[config.mk]
export PLATFORM = sky130hd
export DESIGN_NAME = iencoder
export DESIGN_NICKNAME = d
export VERILOG_FILES = /design/src/rtl/iencoder.sv
export SDC_FILE = /design/constraint.sdc
export NUM_CORES = 1
export LEC_CHECK = 0
export ABC_AREA = 1
export ABC_CLOCK_PERIOD_IN_PS = 1800
export BUFFER_PORTS_ARGS = -buffer_cell sky130_fd_sc_hd__buf_2
export CAP_MARGIN = 20
export CORE_MARGIN = 4
export CORE_UTILIZATION = 47
export CTS_BUF_LIST = sky130_fd_sc_hd__clkbuf_8 sky130_fd_sc_hd__clkbuf_16
export DETAILED_ROUTE_END_ITERATION = 7
export HOLD_SLACK_MARGIN = 0.02
export PLACE_DENSITY = 0.77
export SYNTH_ARGS = -nofsm -noshare
export SYNTH_HDL_FRONTEND = slang
export SYNTH_SLANG_ARGS = --single-unit
[constraint.sdc]
create_clock -name clk -period 1.8 [get_ports clk]
set_input_delay 0.18 -clock clk [delete_from_list [all_inputs] [get_ports clk]]
set_output_delay 0.18 -clock clk [all_outputs]
set_load 0.02 [all_outputs]
[src/rtl/iencoder.sv]
// brisc_pkg: shared ISA constants and the instruction-format selector.
package brisc_pkg;
  localparam int unsigned ILEN        = 32;
  localparam int unsigned OPCODE_BITS = 7;
  localparam int unsigned REG_LEN     = 32;
  localparam int unsigned RegBits     = $clog2(REG_LEN);

  typedef enum logic [2:0] {
    ITYPE_R = 3'd0,
    ITYPE_I = 3'd1,
    ITYPE_S = 3'd2,
    ITYPE_B = 3'd3,
    ITYPE_U = 3'd4,
    ITYPE_J = 3'd5
  } itype_e;
endpackage

// iencoder: packs R/I/S/B field bundles into 32-bit instruction words and
// streams them, with consecutive word addresses, to an instruction memory.
// Ports:
//   clk, rst              clock, synchronous active-high reset
//   start, base_addr, len program-load request (sampled in IDLE only)
//   in_valid/in_ready     field-bundle handshake
//   i_type..b_imm         instruction fields and immediates
//   out_valid/out_ready   memory-write handshake; out_instr at out_addr
//   busy, done, err_count status: active, one-cycle completion, rejects
module iencoder
  import brisc_pkg::*;
#(
  parameter int unsigned ADDR_BITS = 10
) (
  input  logic                   clk,
  input  logic                   rst,
  input  logic                   start,
  input  logic [ADDR_BITS-1:0]   base_addr,
  input  logic [ADDR_BITS:0]     len,
  input  logic                   in_valid,
  output logic                   in_ready,
  input  itype_e                 i_type,
  input  logic [OPCODE_BITS-1:0] opcode,
  input  logic [RegBits-1:0]     rs1,
  input  logic [RegBits-1:0]     rs2,
  input  logic [RegBits-1:0]     rd,
  input  logic [6:0]             funct7,
  input  logic [2:0]             funct3,
  input  logic [11:0]            i_imm,
  input  logic [11:0]            s_imm,
  input  logic [12:1]            b_imm,
  output logic                   out_valid,
  input  logic                   out_ready,
  output logic [ILEN-1:0]        out_instr,
  output logic [ADDR_BITS-1:0]   out_addr,
  output logic                   busy,
  output logic                   done,
  output logic [7:0]             err_count
);

  typedef enum logic [1:0] {
    IDLE  = 2'd0,
    RUN   = 2'd1,
    DRAIN = 2'd2
  } state_t;

  state_t               state;
  logic [ADDR_BITS-1:0] base;
  logic [ADDR_BITS:0]   index;
  logic [ADDR_BITS:0]   remaining;
  logic [ILEN-1:0]      enc;
  logic                 type_ok;
  logic                 accept;

  // Output slot is free when empty or being drained this cycle.
  assign in_ready = (state == RUN) && (!out_valid || out_ready);
  assign accept   = in_valid && in_ready;
  assign busy     = (state != IDLE);

  // Field packing per instruction format; other formats are rejected.
  always_comb begin
    enc     = '0;
    type_ok = 1'b1;
    case (i_type)
      ITYPE_R: enc = {funct7, rs2, rs1, funct3, rd, opcode};
      ITYPE_I: enc = {i_imm, rs1, funct3, rd, opcode};
      ITYPE_S: enc = {s_imm[11:5], rs2, rs1, funct3, s_imm[4:0], opcode};
      ITYPE_B: enc = {b_imm[12], b_imm[10:5], rs2, rs1, funct3,
                      b_imm[4:1], b_imm[11], opcode};
      default: type_ok = 1'b0;
    endcase
  end

  // Control FSM with registered output word and status.
  always_ff @(posedge clk) begin
    if (rst) begin
      state     <= IDLE;
      base      <= '0;
      index     <= '0;
      remaining <= '0;
      out_valid <= 1'b0;
      out_instr <= '0;
      out_addr  <= '0;
      done      <= 1'b0;
      err_count <= '0;
    end else begin
      done <= 1'b0;
      // A handshake empties the slot unless a new accept refills it below.
      if (out_valid && out_ready) out_valid <= 1'b0;

      case (state)
        IDLE: begin
          if (start) begin
            if (len != '0) begin
              base      <= base_addr;
              remaining <= len;
              index     <= '0;
              state     <= RUN;
            end else begin
              done <= 1'b1;
            end
          end
        end

        RUN: begin
          if (accept) begin
            if (type_ok) begin
              out_valid <= 1'b1;
              out_instr <= enc;
              // Address wraps naturally at the ADDR_BITS boundary.
              out_addr  <= base + index[ADDR_BITS-1:0];
              index     <= index + (ADDR_BITS+1)'(1);
              remaining <= remaining - (ADDR_BITS+1)'(1);
              if (remaining == (ADDR_BITS+1)'(1)) state <= DRAIN;
            end else if (err_count != 8'hFF) begin
              err_count <= err_count + 8'd1;
            end
          end
        end

        DRAIN: begin
          if (out_valid && out_ready) begin
            done  <= 1'b1;
            state <= IDLE;
          end
        end

        default: state <= IDLE;
      endcase
    end
  end

endmodule

==> Yosys cells after proc, flatten, opt, wreduce, memory -nomap -nowiden <==
Index checks and enable logic that the tools add are counted.
{ "totals": {"regBits": 86, "output_inout_bits": 54} }
{ "classes": {"add_sub_neg": 4, "n_reduce_logical": 16, "n_eq_ne": 13, "muxes": 27, "bitwise": 1} }
{ "op_table": {"columns": ["cell", "n"], "rows": [
  ["one-hot mux 32 bit (4 select lines)", 1],
  ["2-to-1 mux 11 bit", 8],
  ["one-hot mux 11 bit (2 select lines)", 2],
  ["2-to-1 mux 2 bit", 6],
  ["adder 11 x 1 -> 11 bit (second input constant)", 1],
  ["== test 11 x 1 -> 1 bit (second input constant)", 1],
  ["nonzero test 11 bit", 1],
  ["subtractor 11 x 1 -> 11 bit (second input constant)", 1],
  ["adder 10 bit", 1],
  ["inequality test 2 bit (second input constant)", 5],
  ["adder 8 x 1 -> 8 bit (second input constant)", 1],
  ["2-to-1 mux 1 bit", 8],
  ["inequality test 8 bit (second input constant)", 1],
  ["== test 3 x 2 -> 1 bit (second input constant)", 2],
  ["one-hot mux 2 bit (3 select lines)", 1],
  ["AND reduction 3 bit", 2],
  ["AND reduction 6 bit", 1],
  ["AND reduction 5 bit", 1],
  ["AND reduction 4 bit", 1],
  ["nonzero test 2 bit", 2],
  ["OR reduction 4 bit", 1],
  ["== test 3 x 1 -> 1 bit (second input constant)", 1],
  ["logical AND 1 bit", 3],
  ["zero test 3 bit", 1],
  ["other kinds (8)", 8]
]} }

==> Logic depth before layout (Yosys ltp) <==
{ "logic_depth": {"word_depth": 6, "mapped_depth": 11, "ltp_nobuf": 11} }

==> Worst setup path after synthesis <==
OpenSTA, ideal clock, no wires.
{ "synth_path": {"path_kind": "reg2reg", "start": "reg index[0]", "end": "reg out_addr[8]", "period_less_slack_ns": 1.806, "path_buffers": 0, "t_arrival_ns": 1.693, "slack_ns": -0.006, "path_stages_with_launch": 10, "cell_sequence": "dfxtp_1 > ha_1 > inv_1 > fa_1 > o21ai_0 > nand2_1 > nand3_1 > nand2_1 > o21ai_1 > inv_1"} }
{ "synth_between": {"elab_chain_len": 1} }
{ "synth_rtl": {"columns": ["element", "line_no", "text"], "rows": [
  ["from (decl)", "66", "logic [ADDR_BITS:0] index;"],
  ["from (signal assigned)", "129", "index <= index + (ADDR_BITS+1)'(1);"],
  ["adder 10 bit", "128", "out_addr <= base + index[ADDR_BITS-1:0];"],
  ["to (signal assigned)", "128", null],
  ["to (decl)", "52", "output logic [ADDR_BITS-1:0] out_addr,"]
]} }
No other way between the ends.
A chain may end at the register's enable or synchronous reset.

==> Worst setup path in the final report <==
{ "layout_path": {"start": "reg state[0]", "end": "out in_ready"} }
{ "layout_between": {"elab_chain_len": 2} }
{ "layout_rtl": {"columns": ["element", "line_no", "text"], "rows": [
  ["from (decl)", "64", "state_t state;"],
  ["from (signal assigned)", "94", "state <= IDLE;"],
  ["from (signal assigned)", "115", "state <= RUN;"],
  ["from (signal assigned)", "131", "if (remaining == (ADDR_BITS+1)'(1)) state <= DRAIN;"],
  ["== test 2 x 1 -> 1 bit", "73", "assign in_ready = (state == RUN) && (!out_valid || out_ready);"],
  ["logical AND 1 bit", "73", null],
  ["to (decl)", "38", "output logic in_ready,"]
]} }
No other way between the ends.

==> impl_metrics.py <==
metrics = {
    "cells_and_area": {
        "layout.nets": 975,
        "regArea_mm2": 0.00170,
        "layout-drive-gt1-share_pct": 25.4,
        "antennaDiodeCount": 0,
        "final_common_cell": "nand2_1",
        "final_cell_mix": "nand2_1, buf_2, nor2_1",
        "multi_input_area_mm2": 0.00259,
        "fillCellCount": 970,
        "fin_area_mm2": 0.00593,
        "area_delta_synth_final_pct": 24.4,
    },
    "setup_path": {
        "cp-start-kind": "flip-flop",
        "crit_type": "flip-flop to primary output",
        "cp.arrival_ns": 1.50,
        "r2r_cells": 8,
        "crit_start": "state[0]",
        "cp.required_ns": 1.62,
        "reg2reg_from": "state[0]",
        "timing.rr.end": "out_addr[8]",
        "ff2ff_setup_slack_ns": 0.20,
        "critPathMaxFanout": 13,
        "critPathCapture": "in_ready",
        "end_kind": "primary output",
    },
    "sta": {
        "slew_headroom_pct": 64.4,
        "setup-tns-final_ns": 0,
        "fmax_mhz": 596,
        "finalSetupViolations": 0,
        "rsz0062_at_grt": "false",
        "worst_slew_pin_slew_ns": 0.528,
        "fin_crit_sh_pct": 93.2,
        "period_needed_ns": 1.68,
        "skew_ns": 0.00989,
        "fin_ws_ns": 0.122,
        "drv_slew": 0,
        "hold_viol": 0,
    },
    "pwr": {
        "power.density_mw_per_mm2": 1150,
        "peakVddDrop_mv": 0.533,
        "p_leak_nw": 2.91,
        "power_mw": 6.82,
    },
    "drt": {
        "dr_total_vias": 5016,
        "drc": 0,
        "drtIter0Drc": 218,
        "drt_wl_total_um": 13000,
        "firstDrtPassIters": 5,
        "wire_per_inst_um": 13.0,
        "vias_per_cell": 5.01,
        "detail-route-antenna-nets": 0,
    },
    "synth": {
        "synth_fp_nets": 826,
        "syn_area_mm2": 0.00477,
        "syn_area_per_cell_um2": 6.67,
        "ys_seq_area_share_pct": 35.7,
        "ys.flop_type": "dfxtp_1",
        "ys_ff_latch": 85,
        "netlist_instances": 715,
        "synth_edf_count": 0,
        "yosys_warnings": 0,
        "ys_types": 42,
        "ys_async_sr_fraction_pct": 0,
    },
    "placed_design": {
        "place_ws_ns": 0.128,
        "placed_area_mm2": 0.00567,
        "place.gp.congestion": 0.856,
        "io_buffers": 150,
        "place_hpwl_um": 9640,
    },
    "cts": {
        "cts_sinks": 85,
        "cts_tree": "yes",
        "clk_pin_slew_ns": 0.09,
        "numCtsBuffers": 9,
        "clock_tree.root_cell": "clkbuf_8",
        "h-tree-depth": 3,
        "ctsLongestPathBuffers": 2,
        "clkLatencyLatePin_ns": 0.35,
        "cts_hold_buffers": 0,
    },
    "die": {
        "coreArea_mm2": 0.00982,
        "io_pins": 151,
        "die-height_um": 109,
        "placementRows": 36,
        "die_area_mm2": 0.0118,
        "initial_core_util_pct": 48.5,
        "dieWidth_um": 109,
    },
    "global_routing": {
        "grt_pass1_wl_um": 21300,
        "first_global_vias": 4669,
        "grt_max_degree": 46,
        "antenna_found_initial": 1,
        "gr-total-overflow": 0,
        "grt_usage_pct": 22.4,
    },
    "min_path": {
        "worstHoldPathType": "input pin to flip-flop",
    },
    "outcome": {
        "outcome": "complete, no violations",
    },
    "job": {
        "drv_cap": 0,
    },
}
==> where the power goes <==
part / switching, mW / total, mW / internal, mW
Sequential: 0.213 / 2.39 / 2.18
Clock: 0.711 / 1.63 / 0.918
Combinational: 1.85 / 2.80 / 0.949
Total: 2.78 / 6.82 / 4.05
==> final cells by class <==
class	instances	area share [%]
multi-input cells	515	43.7
flip-flops and latches	85	28.7
repair buffers	165	15.0
inverters	88	5.74
well taps	133	2.81
clock buffers	9	2.09
clock inverters	7	1.94
==> stage by stage <==
step	instances	util (%)	hold WS (ns)
5_1_grt	1002	60.4	0.0279
3_5_place_dp	986	57.7	0.411
4_1_cts	1002	60.2	0.0206
3_3_place_gp	986	57.7	0.403
2_1_floorplan	715	-	0.315
6_report	1002	60.4	0.0442
==> timing repair <==
item / 4_1_cts / 5_1_grt
buffers inserted: 0 / 0
resized for setup: 0 / 9
hold endpoints to repair: 0 / 0
endpoints found under the setup margin: 0 / 4
==> metal layers <==
metal | routed length [um] | vias up | global-route usage (%)
met4 | 199 | 2 | 7.12
met1 | 5590 | 2221 | 27.6
met2 | 6240 | 164 | 38.0
li1 | - | 2613 | -
met3 | 952 | 16 | 6.16
met5 | 13 | - | 0
==> critical path, cell delays in order, from the launching register on <==
cell and delay, ns:
dfxtp_2 0.35, inv_2 0.07, nor2_4 0.21, inv_6 0.09
buf_4 0.18, nor2_1 0.10, buf_4 0.15
==> state kept, by name, indices dropped and copies added, names as in the netlist <==
name / flops
done: 1
err_count: 8
out_instr: 32
out_addr: 10
remaining: 11
out_valid: 1
base: 10
state: 2
index: 10
==> worst min path at each step <==
stage | startpoint | endpoint | slack (ns) | cells after the start
global placement | opcode[2] | out_instr[2] | 0.40 | 3
finish | funct3[2] | out_instr[14] | 0.04 | 3
floorplan | opcode[0] | out_instr[0] | 0.31 | 2
CTS | opcode[6] | out_instr[6] | 0.02 | 3
global route | opcode[6] | out_instr[6] | 0.03 | 3
detailed placement | opcode[6] | out_instr[6] | 0.41 | 3
==> logic make-up after synthesis <==
| kind of cell | Yosys count | share of synthesized area [%] |
|---|---|---|
| fa+ha+maj | 14 | 3.83 |
| compound gates | 147 | 17.8 |
| flops | 85 | 35.7 |
| simple gates | 347 | 31.1 |
| xor+xnor | 7 | 1.29 |
| buf+inv | 115 | 10.2 |
==> cell usage after synthesis, types with 8 or more instances <==
cell type,number,area (um^2)
o21ai_0,53,265
ha_1,13,163
nor2_1,113,424
dfxtp_1,85,1700
a41oi_1,10,87.6
inv_1,79,297
a21oi_1,43,215
a21oi_2,9,78.8
nand2_1,162,608
buf_2,13,65.1
nand2_2,9,56.3
clkbuf_1,8,30.0
nand3_1,37,185
o21ai_1,8,40.0
Note: power is estimated with default switching activity, not from simulation.
